### src/rtl/mult_div_unit.sv
// Iterative 32-bit multiply/divide unit with HI/LO registers.
// One radix-2 step per cycle; 33 cycles from accept to result.
module mult_div_unit (
  input  logic        CLK,
  input  logic        RSTn,
  input  logic        Start,
  input  logic [1:0]  Op,
  input  logic [31:0] SrcA,
  input  logic [31:0] SrcB,
  input  logic        WriteHi,
  input  logic        WriteLo,
  output logic        Busy,
  output logic        Done,
  output logic [31:0] HI,
  output logic [31:0] LO
);

  typedef enum logic [1:0] {
    IDLE,
    RUN,
    FINISH
  } state_t;

  state_t state, state_nx;

  logic [4:0]  cnt;
  logic        is_div, is_sgn;
  logic        neg_a, neg_b, dz;
  logic [31:0] opb;
  logic [63:0] acc;

  logic        accept;
  logic        sgn_in;
  logic [31:0] mag_a, mag_b;
  logic [32:0] add_sum, shifted, sub_try;
  logic [63:0] mul_nx, div_nx;
  logic [63:0] prod_fix;
  logic [31:0] q_fix, r_fix;
  logic [31:0] hi_res, lo_res;

  assign accept = (state == IDLE) && Start;
  assign Busy   = (state != IDLE);

  // operand magnitudes taken at acceptance
  assign sgn_in = ~Op[0];
  assign mag_a  = (sgn_in && SrcA[31]) ? -SrcA : SrcA;
  assign mag_b  = (sgn_in && SrcB[31]) ? -SrcB : SrcB;

  // shift-add multiply step: low half holds remaining multiplier bits
  assign add_sum = {1'b0, acc[63:32]}
                 + {1'b0, (acc[0] ? opb : 32'd0)};
  assign mul_nx  = {add_sum, acc[31:1]};

  // restoring divide step: upper half remainder, lower half dividend/quotient
  assign shifted = {acc[63:32], acc[31]};
  assign sub_try = shifted - {1'b0, opb};
  assign div_nx  = sub_try[32]
                 ? {shifted[31:0], acc[30:0], 1'b0}
                 : {sub_try[31:0], acc[30:0], 1'b1};

  // sign correction applied when results are committed
  assign prod_fix = (is_sgn && (neg_a ^ neg_b)) ? -acc : acc;
  assign q_fix    = (is_sgn && (neg_a ^ neg_b))
                  ? -acc[31:0] : acc[31:0];
  assign r_fix    = (is_sgn && neg_a) ? -acc[63:32] : acc[63:32];
  assign hi_res   = is_div ? r_fix : prod_fix[63:32];
  assign lo_res   = is_div ? (dz ? 32'hFFFF_FFFF : q_fix)
                           : prod_fix[31:0];

  // state register
  always_ff @(posedge CLK or negedge RSTn) begin
    if (!RSTn) state <= IDLE;
    else       state <= state_nx;
  end

  // next-state logic
  always_comb begin
    state_nx = state;
    unique case (state)
      IDLE:    if (Start) state_nx = RUN;
      RUN:     if (cnt == 5'd31) state_nx = FINISH;
      FINISH:  state_nx = IDLE;
      default: state_nx = IDLE;
    endcase
  end

  // operand capture and iterative datapath
  always_ff @(posedge CLK or negedge RSTn) begin
    if (!RSTn) begin
      cnt    <= 5'd0;
      is_div <= 1'b0;
      is_sgn <= 1'b0;
      neg_a  <= 1'b0;
      neg_b  <= 1'b0;
      dz     <= 1'b0;
      opb    <= 32'd0;
      acc    <= 64'd0;
    end else if (accept) begin
      cnt    <= 5'd0;
      is_div <= Op[1];
      is_sgn <= sgn_in;
      neg_a  <= sgn_in && SrcA[31];
      neg_b  <= sgn_in && SrcB[31];
      dz     <= (SrcB == 32'd0);
      opb    <= mag_b;
      acc    <= {32'd0, mag_a};
    end else if (state == RUN) begin
      cnt <= cnt + 5'd1;
      acc <= is_div ? div_nx : mul_nx;
    end
  end

  // HI/LO commit, MTHI/MTLO writes and completion pulse
  always_ff @(posedge CLK or negedge RSTn) begin
    if (!RSTn) begin
      HI   <= 32'd0;
      LO   <= 32'd0;
      Done <= 1'b0;
    end else begin
      Done <= (state == FINISH);
      if (state == FINISH) begin
        HI <= hi_res;
        LO <= lo_res;
      end else if (state == IDLE && !Start) begin
        if (WriteHi) HI <= SrcA;
        if (WriteLo) LO <= SrcA;
      end
    end
  end

endmodule

### config.mk
export PLATFORM = sky130hd
export DESIGN_NAME = mult_div_unit
export DESIGN_NICKNAME = d
export VERILOG_FILES = /design/src/rtl/mult_div_unit.sv
export SDC_FILE = /design/constraint.sdc
export NUM_CORES = 1
export LEC_CHECK = 0
export CORE_MARGIN = 3
export CORE_UTILIZATION = 45
export CTS_CLUSTER_DIAMETER = 60
export CTS_CLUSTER_SIZE = 14
export DETAILED_ROUTE_END_ITERATION = 12
export PLACE_DENSITY = 0.76
export SLEW_MARGIN = 20
export SYNTH_ARGS = -nofsm -noshare
export SYNTH_HDL_FRONTEND = slang
export SYNTH_SLANG_ARGS = --single-unit
### constraint.sdc
create_clock -name CLK -period 8.3 [get_ports CLK]
set_input_delay 2.075 -clock CLK [delete_from_list [all_inputs] [get_ports CLK]]
set_output_delay 2.075 -clock CLK [all_outputs]
set_load 0.005 [all_outputs]
==> metrics.txt <==
status=finished, final reports clean; P_sw=3.781 mW; initial antenna violation count=0; switch share=0.4973; DP Wirelength=35.75 mm; largest net degree at the start of global routing=100; WHS=477.9 ps; fill cell count=3,001; clk_lat worst skew=450 ps; gate count after technology mapping=1,847; Critical path buffers and inverters=1; P per Cell Area=454.0 mW/mm2; Reg2Reg Setup Slack=3660 ps; most used cell, CP=nor4_1; kind of start point of the critical path=input pin; top_reg_cell synth=dfrtp_1; Yosys top cell by area=dfrtp_1; WHS Endpoint=opb[21]; GR Util All Layers=0.2767; ys async rst share=1.000; register share of total power=0.240; hold path depth=2; nets@finish=2,051; Worst VDD drop=0.1937 mV; vias in the first global route=14,288; CP peak stage delay=690 ps; Reg2Reg Depth=12; Vias/cell=6.340; final period utilization=0.5848; total grt overflow=0; Iteration-0 DRC Markers=1,666; worst hold path type=reg -> reg; Setup TNS Final=0 ps; Comb power frac=0.654; design area=0.01674 mm2; Slew Viols, Final=0; number of synthesis warnings=0; multi-input logic area=0.009574 mm2; placed insts=2,290; Synth area leaders=dfrtp_1, ha_1, xnor2_1; HP Start=opb[21]; share of the synthesized area in the top cell type=0.2971; postcts setup bufs=0; area delta synth->final=14.92%; global placement routability congestion=0.9766; Synth cell types=81; Crit. End Element=flop; IO Pins=137; Max clock buf depth=2; Post-synth EDFFs=0; register area share after synthesis=0.2971; Max Clock Skew=15.69 ps; Routed Antenna Nets=0; Die W=185.9 um; critical path peak fanout=6; Worst slew margin=0.2366; Seq cells post-synth=173; most common cell after layout, fill and taps aside=nand2_1; Crit-path slowest cell=nor4_1; commonest non-fill, non-tap cells in the layout=nand2_1, dfrtp_1, nor2_1; final hold violations=0; min Tclk post-route=4854 ps; TritonCTS clock tree=built; largest delay contributor family on the critical path=simple AND/OR/NAND/NOR gates; ANT cells=0; crit-path cells=clkdlybuf4s50_1 > nor4_1 > nand3_1 > nor3_1 > nand2_1 > nor4_1 > a21oi_1 > xnor2_1 > o21ai_1; Setup CP Type=in -> reg; CTS Sinks=173; share of layout cells above drive strength 1=0.04997; total wire length=48.29 mm; PostCTS Resize Cnt=0; drt wl/cell=20.79 um; Setup violations, final=0; Post-Syn Area=0.01457 mm2; drt pass-1 iters=7; RSZ-0062 raised after global routing=false; chip height=185.9 um; CP Data Required Time=8600 ps; placed cell areas=0.01616 mm2; r2r startpoint=acc[31]; core area=0.03172 mm2; H-tree levels=4; Num CTS Buffers=17; Core Rows=65; Internal=3.822 mW; die footprint=0.03457 mm2; Slew @ Worst Pin=1144 ps; Starting Density=0.4594; max-cap viol count=0; FF-to-FF End=acc[61]; Fmax achieved=0.2060 GHz; port bufs=136; clock power share=0.106; Seq. cell area=0.004330 mm2; DR DRC count=0; CTS Hold Bufs=0; final std cells w/o fill=2,323; Syn Area/Cell=7.889 um2; Worst-path clk slew=70 ps; CTS root buf=clkbuf_16; global-route wire length before repair=76.33 mm; post-synth net total=1,990; CP arrival=5150 ps; via count=14,728; leak pwr=6.967 nW
-- cell type report --
class	instances	share of cell area
Sequential cell	173	0.2586
Clock inverter	13	0.007697
Multi-Input combinational cell	1489	0.5718
Inverter	75	0.01681
Timing Repair Buffer	152	0.08855
Tap cell	402	0.03004
Clock buffer	19	0.02645
-- flip-flops by register name, summed over array words and instances, names as in the netlist --
signal / flops
neg_a: 1
cnt: 5
LO: 32
is_div: 1
HI: 32
acc: 64
dz: 1
is_sgn: 1
state: 2
Done: 1
opb: 32
neg_b: 1
-- through the flow --
| stage | util | power (mW) | worst slack (ps) |
|---|---|---|---|
| finish | 0.5279 | 7.602 | 3446 |
| global route | 0.5279 | 8.179 | 3158 |
| CTS | 0.5276 | 7.509 | 3419 |
| detailed placement | 0.5095 | 6.678 | 2960 |
| global placement | 0.5095 | 6.578 | 3102 |
| floorplan | - | 5.168 | 4151 |
-- routing by layer --
metal	vias to the layer above	global-route usage	part of all wire
li1	6853	-	-
met1	6919	0.3644	0.41
met2	828	0.4508	0.45
met3	128	0.04827	0.095
met4	0	0.1153	0.039
met5	-	0	0
-- worst max-delay path by stage --
stage	startpoint	slack, ps	end	cells past startpoint
after detailed placement	SrcB[2]	2960	opb[30]	9
after CTS	SrcB[2]	3420	opb[30]	9
final	SrcB[2]	3450	opb[30]	9
after floorplan	SrcB[4]	4150	opb[30]	8
after global routing	SrcB[2]	3160	opb[30]	9
after global placement	SrcA[3]	3100	acc[31]	10
-- cells in the mapped netlist, types with 21 or more instances --
| master | number |
|---|---|
| nand2_1 | 207 |
| dfrtp_1 | 173 |
| nor2_1 | 150 |
| o21ai_0 | 143 |
| a21oi_1 | 142 |
| clkbuf_1 | 97 |
| xnor2_1 | 92 |
| inv_1 | 73 |
| xor2_1 | 72 |
| ha_1 | 70 |
| o22ai_1 | 57 |
| o21ai_1 | 45 |
| nor3_1 | 43 |
| a22oi_1 | 32 |
| a21o_1 | 30 |
| mux2i_1 | 30 |
| nand3_1 | 25 |
| a31oi_1 | 24 |
| nor4_1 | 24 |
| mux2_2 | 22 |
| o31ai_1 | 21 |
-- power groups by stage --
| stage | logic, mW | registers (mW) | clock network [mW] |
|---|---|---|---|
| after floorplan | 3.59 | 1.58 | 0 |
| after CTS | 4.89 | 1.80 | 0.816 |
| after detailed placement | 4.86 | 1.82 | 0 |
| after global placement | 4.78 | 1.80 | 0 |
| after global routing | 5.45 | 1.88 | 0.850 |
| final | 4.97 | 1.82 | 0.806 |
-- tightest hold or removal path, stage by stage, from the launching register on --
cell	delay, ps
dfrtp_1	340
nand2_1	40
o21ai_0	60
-- cell families after synthesis --
family,after synthesis,share of synthesized area
xor gates and xnor gates,164,0.09858
and+or+nand+nor,566,0.1817
muxes,52,0.03761
DFF,173,0.2971
adders and majority gates,72,0.06286
buffers and inverters,185,0.04817
AOI/OAI and AO/OA,635,0.2739
No activity file was read; power rests on OpenSTA's default activity.
